<file path="src/rtl/pipe_pkg.sv">
// pipe_pkg: definitions shared by all elastic pipeline stages.
//   state_e         occupancy-coded stage state (EMPTY/ONE/FULL)
//   DEFAULT_DATA_W  default payload width (16 instr + 16 pc + 1 taken + 10 decode)
//   NOP_DATA        bubble encoding loaded on reset and flush
//   DEFAULT_STALL_W default width of the stall cycle counter
package pipe_pkg;

  // The encoding doubles as the occupancy count.
  typedef enum logic [1:0] {
    EMPTY = 2'd0,
    ONE   = 2'd1,
    FULL  = 2'd2
  } state_e;

  localparam int DEFAULT_DATA_W  = 43;
  localparam int DEFAULT_STALL_W = 16;

  localparam logic [DEFAULT_DATA_W-1:0] NOP_DATA = '0;

endpackage

</file>
<file path="src/rtl/pipe_stage_elastic_sat_counter.sv">
// sat_counter: saturating up-counter with synchronous clear.
//   clk  rising-edge clock
//   rst  asynchronous active-low reset (count -> 0)
//   clr  synchronous clear, wins over inc
//   inc  count enable; the count sticks at all ones
//   cnt  current count
module sat_counter #(
  parameter int W = 16
) (
  input  logic         clk,
  input  logic         rst,
  input  logic         clr,
  input  logic         inc,
  output logic [W-1:0] cnt
);

  logic [W-1:0] cnt_reg;
  logic [W-1:0] cnt_next;

  always_comb begin
    cnt_next = cnt_reg;
    if (clr) begin
      cnt_next = '0;
    end else if (inc && (cnt_reg != {W{1'b1}})) begin
      cnt_next = cnt_reg + W'(1);
    end
  end

  always_ff @(posedge clk or negedge rst) begin
    if (!rst) begin
      cnt_reg <= '0;
    end else begin
      cnt_reg <= cnt_next;
    end
  end

  assign cnt = cnt_reg;

endmodule

</file>
<file path="src/rtl/pipe_stage_elastic.sv">
// pipe_stage_elastic: single-clock elastic pipeline stage with a 2-entry skid
// buffer, synchronous flush with bubble injection and a stall counter.
//   clk        rising-edge clock
//   rst        asynchronous active-low reset
//   flush      synchronous squash of all held entries
//   in_valid   upstream payload present
//   in_ready   stage can accept (registered)
//   in_data    upstream payload
//   out_valid  out_data is valid
//   out_ready  downstream accepts this cycle
//   out_data   head payload (main register)
//   occupancy  held entries, 0..2
//   cnt_clr    synchronous clear of stall_cnt
//   stall_cnt  saturating count of cycles with out_valid=1 and out_ready=0
module pipe_stage_elastic
  import pipe_pkg::*;
#(
  parameter int                DATA_W     = DEFAULT_DATA_W,
  parameter logic [DATA_W-1:0] FLUSH_DATA = DATA_W'(NOP_DATA),
  parameter int                STALL_W    = DEFAULT_STALL_W
) (
  input  logic               clk,
  input  logic               rst,
  input  logic               flush,
  input  logic               in_valid,
  output logic               in_ready,
  input  logic [DATA_W-1:0]  in_data,
  output logic               out_valid,
  input  logic               out_ready,
  output logic [DATA_W-1:0]  out_data,
  output logic [1:0]         occupancy,
  input  logic               cnt_clr,
  output logic [STALL_W-1:0] stall_cnt
);

  state_e            state_reg, state_next;
  logic [DATA_W-1:0] main_reg, main_next;
  logic [DATA_W-1:0] skid_reg, skid_next;
  logic              in_ready_reg, in_ready_next;

  logic accept;
  logic issue;

  assign accept = in_valid & in_ready_reg;
  assign issue  = out_valid & out_ready;

  always_comb begin
    state_next = state_reg;
    main_next  = main_reg;
    skid_next  = skid_reg;
    if (flush) begin
      // Flush wins: any accept this cycle is dropped; an issue this cycle has
      // already been seen by downstream, so nothing needs undoing.
      state_next = EMPTY;
      main_next  = FLUSH_DATA;
      skid_next  = FLUSH_DATA;
    end else begin
      case (state_reg)
        EMPTY: begin
          if (accept) begin
            state_next = ONE;
            main_next  = in_data;
          end
        end
        ONE: begin
          if (accept && issue) begin
            main_next = in_data;
          end else if (accept) begin
            state_next = FULL;
            skid_next  = in_data;
          end else if (issue) begin
            state_next = EMPTY;
          end
        end
        FULL: begin
          // in_ready is low here, so only an issue can move the state.
          if (issue) begin
            state_next = ONE;
            main_next  = skid_reg;
          end
        end
        default: begin
          state_next = EMPTY;
        end
      endcase
    end
  end

  // Registering in_ready off the next state keeps the upstream ready path
  // free of any combinational dependence on out_ready.
  assign in_ready_next = (state_next != FULL);

  always_ff @(posedge clk or negedge rst) begin
    if (!rst) begin
      state_reg    <= EMPTY;
      main_reg     <= FLUSH_DATA;
      skid_reg     <= FLUSH_DATA;
      in_ready_reg <= 1'b1;
    end else begin
      state_reg    <= state_next;
      main_reg     <= main_next;
      skid_reg     <= skid_next;
      in_ready_reg <= in_ready_next;
    end
  end

  assign in_ready  = in_ready_reg;
  assign out_valid = (state_reg != EMPTY);
  assign out_data  = main_reg;
  assign occupancy = state_reg;

  sat_counter #(
    .W (STALL_W)
  ) u_stall_cnt (
    .clk (clk),
    .rst (rst),
    .clr (cnt_clr),
    .inc (out_valid & ~out_ready),
    .cnt (stall_cnt)
  );

endmodule

</file>
<file path="config.mk">
export PLATFORM = sky130hd
export DESIGN_NAME = pipe_stage_elastic
export DESIGN_NICKNAME = d
export VERILOG_FILES = /design/src/rtl/pipe_pkg.sv /design/src/rtl/pipe_stage_elastic_sat_counter.sv /design/src/rtl/pipe_stage_elastic.sv
export SDC_FILE = /design/constraint.sdc
export NUM_CORES = 1
export LEC_CHECK = 0
export CORE_MARGIN = 2
export CORE_UTILIZATION = 31
export DETAILED_ROUTE_END_ITERATION = 12
export PLACE_DENSITY = 0.61
export SKIP_LAST_GASP = 1
export SYNTH_ARGS = -nofsm -noshare
export SYNTH_HDL_FRONTEND = slang
export SYNTH_SLANG_ARGS = --single-unit
</file>
<file path="constraint.sdc">
create_clock -name clk -period 2.2 [get_ports clk]
set_input_delay 0.44 -clock clk [delete_from_list [all_inputs] [get_ports clk]]
set_output_delay 0.44 -clock clk [all_outputs]
set_load 0.02 [all_outputs]
</file>
* Word level (Yosys, flattened, before mapping)
Cells that the tools add are included.
Storage, ports and cells: logic and storage cells 45, flip-flop bits (word level) 105, output and inout port bits 63, input port bits 49
Operators by class: add/sub/neg operators 1, equal/unequal tests 8, bitwise gates (word level) 4, reductions and logical operators 10, multiplexer cells 17
Operators by type and width (count):
- 43-bit 2-to-1 mux | 7
- 43-bit one-hot mux with 3 select lines | 1
- 16-bit 2-to-1 mux | 2
- 16-bit by 1-bit adder with 16-bit output, second input constant | 1
- 16-bit != test, second input constant | 1
- 2-bit 2-to-1 mux | 6
- 3-bit != test, second input constant | 3
- 2-bit nonzero test | 4
- 2-bit one-hot mux with 3 select lines | 1
- 2-bit != test, second input constant | 2
- 4-bit AND reduction | 1
- 4-bit nonzero test | 1
- 1-bit bitwise AND | 3
- 3-bit AND reduction | 1
- 2-bit by 1-bit equality test with 1-bit output, second input constant | 1
- 2-bit equality test, second input constant | 1
- 1-bit logical AND | 2
- 2-bit logical NOT | 1
- 1-bit NOT | 1

* Logic depth before layout (Yosys ltp)
Gate-level depths: netlist of the first run.
depth after elaboration 8, gate-level depth with buffers 8, gate-level depth less buffers 5

* Hierarchy
Synthesis of the first run repeated with hierarchy kept, for this count alone.
Second synthesis, totals: cells, all modules 403, area, all modules 4715.8 µm²
By module, submodules not included:
- pipe_stage_elastic | seq. area each 2228.4 µm², instances 1, cells each 305, area each 3773.6 µm²
- sat_counter | seq. area each 400.4 µm², instances 1, cells each 98, area each 942.2 µm²

* Worst setup path after synthesis of the first run
No wires, ideal clock.
path type register to register, start point register u_stall_cnt.cnt_reg[0] (netlist: u_stall_cnt.cnt[0]), end point register u_stall_cnt.cnt_reg[1] (netlist: u_stall_cnt.cnt[1]), path buffers 3, arrival time 1974 ps, period minus slack after synthesis 2093 ps, setup time 119 ps, path slack 107 ps, stages on the path, launching flop included 9, required time 2081 ps, cell sequence dfrtp_1 ha_1 and4_1 clkbuf_1 and4b_1 clkbuf_1 buf_2 nor3b_1 o21ba_2
Between the ends: word-level cells in the longest chain between the ends 3, elaborated cells between the ends (all ways) 6, those cells by class add/sub: 1; eq/ne: 1; mux: 2; reduce/logical: 2
Ends and longest elaborated chain:
- start: declaration | line pipe_stage_elastic_sat_counter.sv:17 | logic [W-1:0] cnt_reg;
- start signal: assignment | line pipe_stage_elastic_sat_counter.sv:33 | cnt_reg <= cnt_next;
- 16-bit by 1-bit adder with 16-bit output or 16-bit != test (tied branches) | line pipe_stage_elastic_sat_counter.sv:25, pipe_stage_elastic_sat_counter.sv:24
- 16-bit 2-to-1 mux or 1-bit logical AND (tied branches) | line pipe_stage_elastic_sat_counter.sv:24 | end else if (inc && (cnt_reg != {W{1'b1}})) begin
- 16-bit 2-to-1 mux or 2-bit nonzero test (tied branches)
Several ways; a longest one is shown, not always the timed one. The select of a mux whose other input is x is not followed. A chain may end at the register's enable or synchronous reset.

* Final worst setup path of the first run
start point input port out_ready, end point register u_stall_cnt.cnt_reg[7] (netlist: u_stall_cnt.cnt[7])
Between the ends: word-level cells in the longest chain between the ends 4
Ends and longest elaborated chain:
- start: declaration | line pipe_stage_elastic.sv:29 | input logic out_ready,
- 1-bit NOT | line pipe_stage_elastic.sv:118 | .inc (out_valid & ~out_ready),
- 1-bit bitwise AND | line pipe_stage_elastic.sv:118
- 1-bit logical AND | line pipe_stage_elastic_sat_counter.sv:24
- 2-bit nonzero test (no source line)
No other way between the ends.

==> impl_results.rst, run 1 <==
.. list-table::
   :header-rows: 1

   * - Metric
     - Value
   * - Number of buffers on the longest clock path
     - 2
   * - Detail-routed via count per cell
     - 5.08
   * - Synthesized cell area
     - 4800 um2
   * - Number of global-route vias before repair
     - 4,105
   * - Final hold viol count
     - 0
   * - Average size of a mapped cell
     - 8.84 um2
   * - TritonCTS clock tree
     - yes
   * - Clock tree root driver cell
     - clkbuf_16
   * - Critical path, cell by cell
     - clkdlybuf4s50_1 -> o21bai_1 -> or3_1 -> buf_4 -> or4_1 -> a21oi_1
   * - Count of flip-flops with a built-in enable after synthesis
     - 0
   * - Post-DP HPWL
     - 8.05 mm
   * - Power density over the cells
     - 684 nW/um2
   * - Buffers and inverters on the worst path
     - 2
   * - Arrival time worst endpoint
     - 2340 ps
   * - Maximum operating frequency
     - 0.480 GHz
   * - Max cap viols
     - 0
   * - Total Nets Final
     - 692
   * - WL final
     - 12.4 mm
   * - Headroom to the max-slew limit
     - 61.0%
   * - Combined global-route utilization of all metal layers
     - 15.6%
   * - Ant diodes
     - 0
   * - Worst Clk Skew
     - 7.88 ps
   * - Net count of the mapped netlist
     - 593
   * - Total clock sinks
     - 105
   * - Top-level I/O count
     - 112
   * - Sequential element share of the synthesized area
     - 54.8%
   * - Post-synthesis register bit count
     - 105
   * - Number of standard cells after synthesis
     - 543
   * - Antenna violations before repair
     - 0
   * - Number of synthesis warnings
     - 0
   * - Cells taking the most area after synthesis
     - dfrtp_1 (54%), nand2_1 (14%), a311oi_1 (7.8%)
   * - Remaining antenna violation count after routing
     - 0
   * - Hold crit path type
     - primary input to asynchronous set/reset pin
   * - Count of distinct cell types in the synthesized netlist
     - 38
   * - Later-pin clock latency in the skew report
     - 350 ps
   * - Crit path capture type
     - flop
   * - RSZ-0062 raised after global routing
     - no
   * - Fraction of final layout cells with drive strength greater than 1
     - 7.73%
   * - Area enclosed by the die boundary
     - 16,500 um2
   * - Result of the run
     - complete, no violations
   * - Top_reg_cell synth
     - dfrtp_1
   * - Worst setup path category
     - primary input to flop
   * - Starting density of the core
     - 31.7%
   * - Final worst path period share
     - 94.6%
   * - Count of endpoints failing setup in the final report
     - 0
   * - Floorplan die width
     - 128 um
   * - Fraction of synthesis flops using an asynchronous set or reset pin
     - 100%
   * - Category of cells accounting for the largest share of critical-path delay
     - simple AND/OR/NAND/NOR gates
   * - TritonCTS Buffers
     - 9
   * - Total number of H-tree levels
     - 3
   * - Hold buffer count at cts
     - 0
   * - Height of the die
     - 128 um
   * - Library cell with the largest summed area after synthesis
     - dfrtp_1
   * - Total Negative Setup Slacks
     - 0 ps
   * - Pin count of the biggest net entering global routing
     - 106
   * - Cell with the largest stage delay on the worst path
     - or4_1
   * - DRC violation count after routing
     - 0
   * - First-pass GRT wire length
     - 20.5 mm
   * - Leakage dissipation
     - 2.69 nW
   * - Required time at the endpoint of the critical path
     - 2460 ps
   * - Rows
     - 45
   * - Synth-to-layout area growth
     - 36.3%
   * - Final estimated routing congestion in global placement
     - 0.766
   * - Clock transition at path regs
     - 70 ps
   * - Global route total overflow
     - 0
   * - TritonRoute pass-1 iters
     - 4
   * - Final max-slew violation count
     - 0
   * - Via count of the routed design
     - 4,240
   * - Critical-path maximum fanout
     - 6
   * - Pin slew with the least headroom to its limit
     - 585 ps
   * - Maximum single-stage delay on the critical path
     - 460 ps
   * - Core Util, Final
     - 43.2%
   * - Startpoint class of the critical path
     - primary input
   * - WL/cell
     - 14.8 um
   * - Max rail drop VDD
     - 0.303 mV
   * - Fraction of post-synthesis cell area in the top cell type by area
     - 54.2%
   * - Detailed router's first-iteration violation count
     - 287
   * - Core area
     - 15,100 um2
   * - I/O Buffers
     - 111
   * - Post-layout minimum cycle time
     - 2080 ps
what timing repair did:
| action | 4_1_cts | 5_1_grt |
|---|---|---|
| endpoints found under the setup margin | 0 | 1 |
| gates resized for setup | 0 | 1 |
| setup buffers | 0 | 0 |
cell usage in the layout, fill, tap and decap left out, types with 3 or more instances in the layout:
master	count
o31ai_1	8
buf_12	5
o21ba_2	3
a21oi_1	54
or3_1	6
nor2b_1	4
nand3_1	3
dfrtp_1	104
clkbuf_16	9
nor2_1	48
buf_4	17
a311oi_1	43
inv_1	6
nand2_1	179
o21ai_0	3
nand4_1	4
or4_1	6
clkdlybuf4s50_1	108
clkbuf_8	3
layer usage:
layer	up-vias	global-route usage (%)	wire length, um	part of all wire (%)
li1	2068	-	-	-
met1	2049	20.1	5560	45
met2	111	26.5	6000	49
met3	12	2.66	607	4.9
met4	0	5.82	184	1.5
met5	-	0	0	0
synthesized netlist by cell type (4+ instances only):
master / instances
a311oi_1: 43
or3_1: 6
o31ai_1: 8
nand4_1: 4
nor2_1: 50
a21oi_1: 54
clkbuf_1: 37
buf_1: 5
nand2_1: 179
inv_1: 6
or4_1: 6
dfrtp_1: 104
nor2b_1: 4
final cells by class:
type	instances	area [um2]
Timing Repair Buffer	132	1330
Sequential cell	105	2630
Multi-Input combinational cell	388	2020
Clock buffer	14	274
Clock inverter	2	35.0
Tap cell	188	235
Fill cell	1453	8610
Inverter	6	22.5
metrics by stage:
step / instance area, um2 / setup slack, ps / cells / total power [mW] / hold slack (ps)
finish: 6540 / 119 / 835 / 4.48 / 139
global route: 6540 / 30.2 / 835 / 4.69 / 191
CTS: 6540 / 18.9 / 835 / 4.54 / 190
detailed placement: 6230 / -223 / 819 / 2.86 / 516
global placement: 6230 / -220 / 819 / 2.85 / 511
floorplan: 4800 / 107 / 543 / 2.45 / 144
path summary, 6_finish.rpt:
path	startpoint	to	slack, ps	cells after the start
setup / recovery	out_ready	u_stall_cnt.cnt[7]$_DFFE_PN0P_	120	6
hold / removal	rst	u_stall_cnt.cnt[1]$_DFFE_PN0P_	140	2
setup reg to reg	u_stall_cnt.cnt[0]$_DFFE_PN0P_	u_stall_cnt.cnt[8]$_DFFE_PN0P_	160	5
hold reg to reg	skid_reg[31]$_DFFE_PN0P_	skid_reg[31]$_DFFE_PN0P_	520	2
max in group asynchronous	rst	skid_reg[5]$_DFFE_PN0P_	1600	2
min in group clk	skid_reg[31]$_DFFE_PN0P_	skid_reg[31]$_DFFE_PN0P_	520	2
power by group:
part | total, mW | internal [mW] | leakage [nW] | switching, mW
sequential | 2.08 | 2.03 | 1.42 | 0.0544
clock | 1.66 | 0.976 | 0.153 | 0.685
combinational | 0.734 | 0.334 | 1.11 | 0.400
total | 4.48 | 3.34 | 2.69 | 1.14
cells by family (layout without fill, tap and decap cells):
logic type | after synthesis | in the layout | share of synthesized area (%)
AOI/OAI and AO/OA | 120 | 120 | 17.4
xor gates and xnor gates | 1 | 1 | 0.183
DFF | 105 | 105 | 54.8
and+or+nand+nor | 263 | 263 | 22.7
muxes | 3 | 3 | 0.704
buffers and inverters | 50 | 154 | 3.96
adders and majority gates | 1 | 1 | 0.261
Note: power is estimated with default switching activity, not from simulation.
==> inputs of run 2 (changes only) <==
CORE_ASPECT_RATIO = 0.5   (was default)
==> run 2 against run 1 <==
Compared with the run above:
- combinational power rose by 2%
- clock skew rose by 3.1 ps
- largest power group unchanged
- highest routed layer unchanged
- register-to-register slack got worse by 20 ps
- total power fell by 1.3%
- sequential share of layout area fell by 0.31 points
- non-clock buffer count rose by 1
- first-iteration DRC count rose by 1.7%
- critical endpoint is now u_stall_cnt.cnt[11]$_DFFE_PN0P_
- utilization barely moved
- clock-buffer cell count fell by 4
- global-route usage fell by 0.27 points
==> impl_results.rst, run 2 (synthesis gave the netlist of run 1 again) <==
.. list-table::
   :header-rows: 1

   * - Metric
     - Value
   * - Result of the run
     - complete, no violations
   * - Final non-filler cell total
     - 852 (+2.0%)
   * - Internal power contribution
     - 3.19 mW (-4.3%)
   * - Met2 usage in global routing
     - 25.4% (-1.1 points)
   * - Worst setup path category
     - primary input to flop
   * - Pin count of the biggest net entering global routing
     - 56 (-47%)
   * - Met3 Track Usage GR
     - 3.06% (+0.40 points)
   * - Clock tree root driver cell
     - clkbuf_16
   * - Crit Reg-Reg Endpoint
     - u_stall_cnt.cnt[4]$_DFFE_PN0P_
   * - Worst Clk Skew
     - 11.0 ps (+3.07 ps)
   * - RSZ-0062 raised after global routing
     - no
   * - Post-DP HPWL
     - 8.08 mm (+0.36%)
   * - Post-layout minimum cycle time
     - 2080 ps (-6.26 ps)
   * - Arrival time worst endpoint
     - 2300 ps (-40 ps)
   * - Hold crit path type
     - primary input to asynchronous set/reset pin
   * - Power density over the cells
     - 670 nW/um2 (-2.1%)
   * - Total Nets Final
     - 693 (+0.14%)
   * - Final worst path period share
     - 94.3% (-0.28 points)
   * - Combined global-route utilization of all metal layers
     - 15.4% (-0.27 points)
   * - TritonRoute pass-1 iters
     - 5 (+1)
   * - Critical path, cell by cell
     - clkdlybuf4s50_1 -> o21bai_1 -> or3_1 -> a2111oi_1 -> mux2_1
   * - Starting density of the core
     - 31.5% (-0.23 points)
   * - Antenna violations before repair
     - 0 (unchanged)
   * - Total number of H-tree levels
     - 3 (unchanged)
   * - Core area
     - 15,300 um2 (+0.72%)
   * - DRC violation count after routing
     - 0 (unchanged)
   * - First-pass GRT wire length
     - 20.7 mm (+0.84%)
   * - Met1 capacity usage during global routing
     - 20.6% (+0.50 points)
   * - Headroom to the max-slew limit
     - 63.1% (+2.1 points)
   * - Pin slew with the least headroom to its limit
     - 553 ps (-32.0 ps)
   * - Total clock sinks
     - 105 (unchanged)
   * - Detail-routed via count per cell
     - 4.98 (-2.0%)
   * - Max cap viols
     - 0 (unchanged)
   * - Number of global-route vias before repair
     - 4,000 (-2.6%)
   * - Fraction of final layout cells with drive strength greater than 1
     - 8.18% (+0.45 points)
   * - Count of endpoints failing setup in the final report
     - 0 (unchanged)
   * - Most frequent cells in the layout
     - nand2_1 (179), clkdlybuf4s50_1 (108), dfrtp_1 (104)
   * - Final max-slew violation count
     - 0 (unchanged)
   * - Core Util, Final
     - 43.2% (about the same)
   * - Rows
     - 32 (-29%)
   * - Maximum single-stage delay on the critical path
     - 440 ps (-20 ps)
   * - Global route total overflow
     - 0 (unchanged)
   * - Synth-to-layout area growth
     - 37.4%
   * - Startpoint class of the critical path
     - primary input
   * - Ant diodes
     - 0 (unchanged)
   * - Top-level I/O count
     - 112 (unchanged)
   * - Floorplan die width
     - 180 um (+40%)
   * - I/O Buffers
     - 111 (unchanged)
   * - Required time at the endpoint of the critical path
     - 2430 ps (-30 ps)
   * - Total Negative Setup Slacks
     - 0 ps (unchanged)
   * - Critical-path maximum fanout
     - 4 (-2)
   * - Worst Reg2Reg Path Length in Cells
     - 5 (unchanged)
   * - Leakage dissipation
     - 2.69 nW (+0.22%)
   * - Final hold viol count
     - 0 (unchanged)
   * - Placed instance count
     - 836 (+2.1%)
   * - Launching point of the worst reg2reg path
     - u_stall_cnt.cnt[0]$_DFFE_PN0P_
   * - Height of the die
     - 92.0 um (-28%)
   * - Detailed router's first-iteration violation count
     - 292 (+1.7%)
   * - Leading cell type in the layout, fill and taps excluded
     - nand2_1
   * - TritonCTS Buffers
     - 9 (unchanged)
   * - Cell with the largest stage delay on the worst path
     - clkdlybuf4s50_1
   * - Later-pin clock latency in the skew report
     - 350 ps (about the same)
   * - WL/cell
     - 14.7 um (-0.38%)
   * - Crit path capture type
     - flop
   * - Clock transition at path regs
     - 80 ps (about the same)
   * - Remaining antenna violation count after routing
     - 0 (unchanged)
   * - Number of buffers on the longest clock path
     - 2 (unchanged)
   * - Net switching share of the total power
     - 27.7% (+2.3 points)
   * - Most congested layer reported by global routing
     - met2
   * - Sequential Power Share
     - 47.1% (+0.6 points)
   * - Via count of the routed design
     - 4,241 (+0.024%)
   * - Max rail drop VDD
     - 0.387 mV (+28%)
   * - Relative contribution of combinational cells to total power
     - 17.0% (+0.6 points)
   * - Register-to-register path setup slack
     - 140 ps (-20 ps)
   * - Hold buffer count at cts
     - 0 (unchanged)
   * - Maximum operating frequency
     - 0.482 GHz (+0.30%)
   * - Net load switching power
     - 1.22 mW (+7.4%)
   * - Final estimated routing congestion in global placement
     - 0.756 (-1.3%)
   * - WL final
     - 12.6 mm (+1.6%)
   * - TritonCTS clock tree
     - yes
   * - Area enclosed by the die boundary
     - 16,600 um2 (+0.37%)
   * - Clock group share of total power
     - 35.9% (-1.2 points)
## run 2: cell types whose count changed in the layout (fill, tap and decap cells not counted), sizes merged
| cell | delta |
|---|---|
| buf | +1 |
| bufinv | -1 |
| clkbuf | -4 |
| clkinv | +1 |
| clkinvlp | +1 |
| inv | +3 |
## run 2: routing by layer
| layer | wire length [um] | share of wire, % |
|---|---|---|
| met1 | 5930 | 47 |
| met2 | 6110 | 49 |
| met3 | 416 | 3.3 |
| met4 | 101 | 0.80 |
| met5 | 0 | 0 |
## run 2: power groups by stage
stage | sequential, mW | clock (mW) | combinational (mW)
after CTS | 2.08 | 1.64 | 0.761
after global routing | 2.09 | 1.70 | 0.818
after global placement | 2.12 | 0 | 0.754
after floorplan | 2.21 | 0 | 0.241
after detailed placement | 2.12 | 0 | 0.760
final | 2.08 | 1.59 | 0.750
## run 2: worst max path at each step
stage,start,to,slack [ps],cells past startpoint
floorplan,u_stall_cnt.cnt[0]$_DFFE_PN0P_,u_stall_cnt.cnt[1]$_DFFE_PN0P_,110,8
global placement,out_ready,u_stall_cnt.cnt[11]$_DFFE_PN0P_,-220,5
detailed placement,out_ready,u_stall_cnt.cnt[11]$_DFFE_PN0P_,-260,5
CTS,occupancy[1]$_DFF_PN0_,out_valid,30,3
global route,u_stall_cnt.cnt[0]$_DFFE_PN0P_,u_stall_cnt.cnt[3]$_DFFE_PN0P_,6,5
finish,out_ready,u_stall_cnt.cnt[11]$_DFFE_PN0P_,120,5
## run 2: stage by stage
stage          hold slack, ps  area [um2]  worst slack, ps  total power, mW
3_5_place_dp              448        6290             -264             2.88
5_1_grt                  79.2        6590             5.71             4.62
3_3_place_gp              447        6290             -217             2.87
4_1_cts                  63.2        6590             26.5             4.49
6_report                 44.6        6590              125             4.42
2_1_floorplan             144        4800              107             2.45
## run 2: timing repair
item                                   in CTS  in global routing
buffers inserted                            0                  0
gates resized for setup                     0                  1
endpoints found under the hold margin       0                  0
setup endpoints to repair                   0                  1
## run 2: area by class of cell
class	instances	area (um2)
fillers	1485	8660
flip-flops and latches	105	2630
multi-input cells	388	2020
repair buffers	133	1370
well taps	204	255
clock buffers	10	239
clock inverters	6	56.3
inverters	6	22.5
## run 2: worst max-delay path, delay by kind of cell
kind | cells | cell delay, ps
buffers and inverters | 1 | 440
and+or+nand+nor | 1 | 430
AOI/OAI and AO/OA | 2 | 640
muxes | 1 | 360
==> inputs of run 3 (changes only) <==
CELL_PAD_IN_SITES_DETAIL_PLACEMENT = 0   (was default)
CELL_PAD_IN_SITES_GLOBAL_PLACEMENT = 1   (was default)
PLACE_DENSITY = 0.75   (was 0.61)
==> run 3 against run 2 <==
Compared with the run above:
- routed wire length increased by 3.9%
- first-iteration DRC count rose by 3.8%
- combinational power is essentially flat
- cell area hardly changed
- die area unchanged
- clock power up 6%
- register-to-register slack better by 60 ps
- sequential cell count is the same
==> impl_results.rst, run 3 (synthesis gave the netlist of run 1 again) <==
.. list-table::
   :header-rows: 1

   * - Metric
     - Value
   * - Result of the run
     - complete, no violations
   * - Synth-to-layout area growth
     - 37.4% (about the same)
   * - Core Util, Final
     - 43.2% (about the same)
   * - RSZ-0062 raised after global routing
     - no
   * - Critical path, cell by cell
     - clkdlybuf4s50_1 -> o21bai_1 -> or3_1 -> a2111oi_1 -> mux2_1
   * - TritonCTS clock tree
     - yes
   * - Hold buffer count at cts
     - 0 (unchanged)
   * - Remaining antenna violation count after routing
     - 0 (unchanged)
   * - Fillers
     - 1,488 (+0.20%)
   * - Leakage dissipation
     - 2.69 nW (-0.19%)
   * - Pin slew with the least headroom to its limit
     - 564 ps (+11.2 ps)
   * - Ant diodes
     - 0 (unchanged)
   * - Startpoint class of the critical path
     - primary input
   * - Register-to-register path setup slack
     - 200 ps (+60 ps)
   * - DRC violation count after routing
     - 0 (unchanged)
   * - Critical-path maximum fanout
     - 4 (unchanged)
   * - Detail-routed via count per cell
     - 4.96 (-0.33%)
   * - Final max-slew violation count
     - 0 (unchanged)
   * - Area of all placed cells without fillers
     - 6600 um2 (about the same)
   * - First-pass GRT wire length
     - 21.5 mm (+4.1%)
   * - WL/cell
     - 15.3 um (+4.0%)
   * - Pin count of the biggest net entering global routing
     - 89 (+59%)
   * - Via count of the routed design
     - 4,222 (-0.45%)
   * - Post-layout minimum cycle time
     - 2080 ps (+7.64 ps)
   * - Max cap viols
     - 0 (unchanged)
   * - Net load switching power
     - 1.18 mW (-3.4%)
   * - Total Nets Final
     - 692 (-0.14%)
   * - Worst Clk Skew
     - 4.71 ps (-6.25 ps)
   * - Area enclosed by the die boundary
     - 16,600 um2 (unchanged)
   * - Height of the die
     - 92.0 um (unchanged)
   * - Sequential Power Share
     - 46.0% (-1.1 points)
   * - Clock tree root driver cell
     - clkbuf_16
   * - Power density over the cells
     - 687 nW/um2 (+2.5%)
   * - Starting density of the core
     - 31.5% (unchanged)
   * - Later-pin clock latency in the skew report
     - 350 ps (about the same)
   * - Clock group share of total power
     - 37.4% (+1.5 points)
   * - Count of endpoints failing setup in the final report
     - 0 (unchanged)
   * - TritonRoute pass-1 iters
     - 4 (-1)
   * - Met2 usage in global routing
     - 27.4% (+2.0 points)
   * - Clock transition at path regs
     - 70 ps (about the same)
   * - Worst setup path category
     - primary input to flop
   * - Max rail drop VDD
     - 0.396 mV (+2.6%)
   * - Number of buffers on the longest clock path
     - 2 (unchanged)
   * - Arrival time worst endpoint
     - 2310 ps (about the same)
   * - Post-DP HPWL
     - 7.95 mm (-1.6%)
   * - Headroom to the max-slew limit
     - 62.4% (-0.72 points)
   * - Most congested layer reported by global routing
     - met2
   * - Most frequent cells in the layout
     - nand2_1 (179), clkdlybuf4s50_1 (109), dfrtp_1 (104)
   * - Cell with the largest stage delay on the worst path
     - or3_1
   * - Fraction of final layout cells with drive strength greater than 1
     - 7.73% (-0.45 points)
   * - Cell Area, Placed
     - 6290 um2 (-0.12%)
   * - Maximum operating frequency
     - 0.480 GHz (-0.37%)
   * - Met1 capacity usage during global routing
     - 21.2% (+0.63 points)
   * - Area of the multi-input gates
     - 2020 um2 (unchanged)
   * - Number of global-route vias before repair
     - 4,171 (+4.3%)
   * - Total number of H-tree levels
     - 3 (unchanged)
   * - Met3 Track Usage GR
     - 3.22% (+0.16 points)
   * - WL final
     - 13.0 mm (+3.9%)
   * - Sequential cell area
     - 2630 um2 (unchanged)
   * - Final worst path period share
     - 94.7% (+0.35 points)
   * - Floorplan die width
     - 180 um (unchanged)
   * - Relative contribution of combinational cells to total power
     - 16.6% (-0.4 points)
   * - TritonCTS Buffers
     - 9 (unchanged)
   * - Top-level I/O count
     - 112 (unchanged)
   * - Leading cell type in the layout, fill and taps excluded
     - nand2_1
   * - Rows
     - 32 (unchanged)
   * - Total clock sinks
     - 105 (unchanged)
   * - Global route total overflow
     - 0 (unchanged)
   * - Hold crit path type
     - primary input to asynchronous set/reset pin
   * - Combined global-route utilization of all metal layers
     - 16.1% (+0.77 points)
   * - Detailed router's first-iteration violation count
     - 303 (+3.8%)
   * - Maximum single-stage delay on the critical path
     - 440 ps (about the same)
   * - Number of buffers inserted by post-CTS setup repair
     - 0 (unchanged)
   * - Internal power contribution
     - 3.35 mW (+4.8%)
   * - Core area
     - 15,300 um2 (unchanged)
   * - Required time at the endpoint of the critical path
     - 2430 ps (about the same)
   * - Final hold viol count
     - 0 (unchanged)
   * - Number of resized instances in the post-cts repair step
     - 0 (unchanged)
   * - Crit path capture type
     - flop
   * - Final estimated routing congestion in global placement
     - 0.738 (-2.4%)
   * - I/O Buffers
     - 111 (unchanged)
   * - Net switching share of the total power
     - 26.1% (-1.6 points)
   * - Antenna violations before repair
     - 0 (unchanged)
run 3: area by class of cell:
class / instances / area share, %
Clock buffer: 14 / 4.15
Timing Repair Buffer: 132 / 20.6
Multi-Input combinational cell: 388 / 30.6
Clock inverter: 2 / 0.531
Sequential cell: 105 / 39.9
Inverter: 6 / 0.341
Tap cell: 204 / 3.87
run 3: path summary, 6_finish.rpt:
path	from	to	cells after the start
worst max-delay path	out_ready	u_stall_cnt.cnt[11]$_DFFE_PN0P_	5
worst min-delay path	rst	skid_reg[17]$_DFFE_PN0P_	1
worst max register to register	u_stall_cnt.cnt[0]$_DFFE_PN0P_	u_stall_cnt.cnt[4]$_DFFE_PN0P_	5
worst min register to register	skid_reg[12]$_DFFE_PN0P_	skid_reg[12]$_DFFE_PN0P_	2
max in group asynchronous	rst	out_data[39]$_DFFE_PN0P_	2
min in group clk	skid_reg[12]$_DFFE_PN0P_	skid_reg[12]$_DFFE_PN0P_	2
run 3: power by group through the flow:
stage | clock (mW) | combinational, mW | sequential, mW
2_1_floorplan | 0 | 0.241 | 2.21
5_1_grt | 1.80 | 0.820 | 2.10
3_5_place_dp | 0 | 0.760 | 2.12
3_3_place_gp | 0 | 0.752 | 2.12
4_1_cts | 1.73 | 0.763 | 2.09
6_report | 1.69 | 0.750 | 2.08
run 3: metrics by stage:
step | TNS (ps) | worst slack, ps | cells | hold slack, ps | power, mW
finish | 0 | 117 | 851 | 57.7 | 4.53
global route | 0 | 13.0 | 851 | 93.0 | 4.72
CTS | 0 | 105 | 851 | 72.3 | 4.58
detailed placement | -1200 | -252 | 835 | 445 | 2.88
global placement | -720 | -201 | 835 | 446 | 2.87
floorplan | 0 | 107 | 543 | 144 | 2.45
run 3: critical path, delay by kind of cell:
kind                   cells  cell delay [ps]
and+or+nand+nor            1              440
AOI/OAI and AO/OA          2              630
buffers and inverters      1              430
muxes                      1              370
run 3: routing by layer:
layer  up-vias  routed length [um]
li1       2069                   -
met1      2094                6200
met2        49                6410
met3        10                 303
met4         0                 129
met5         -                   0
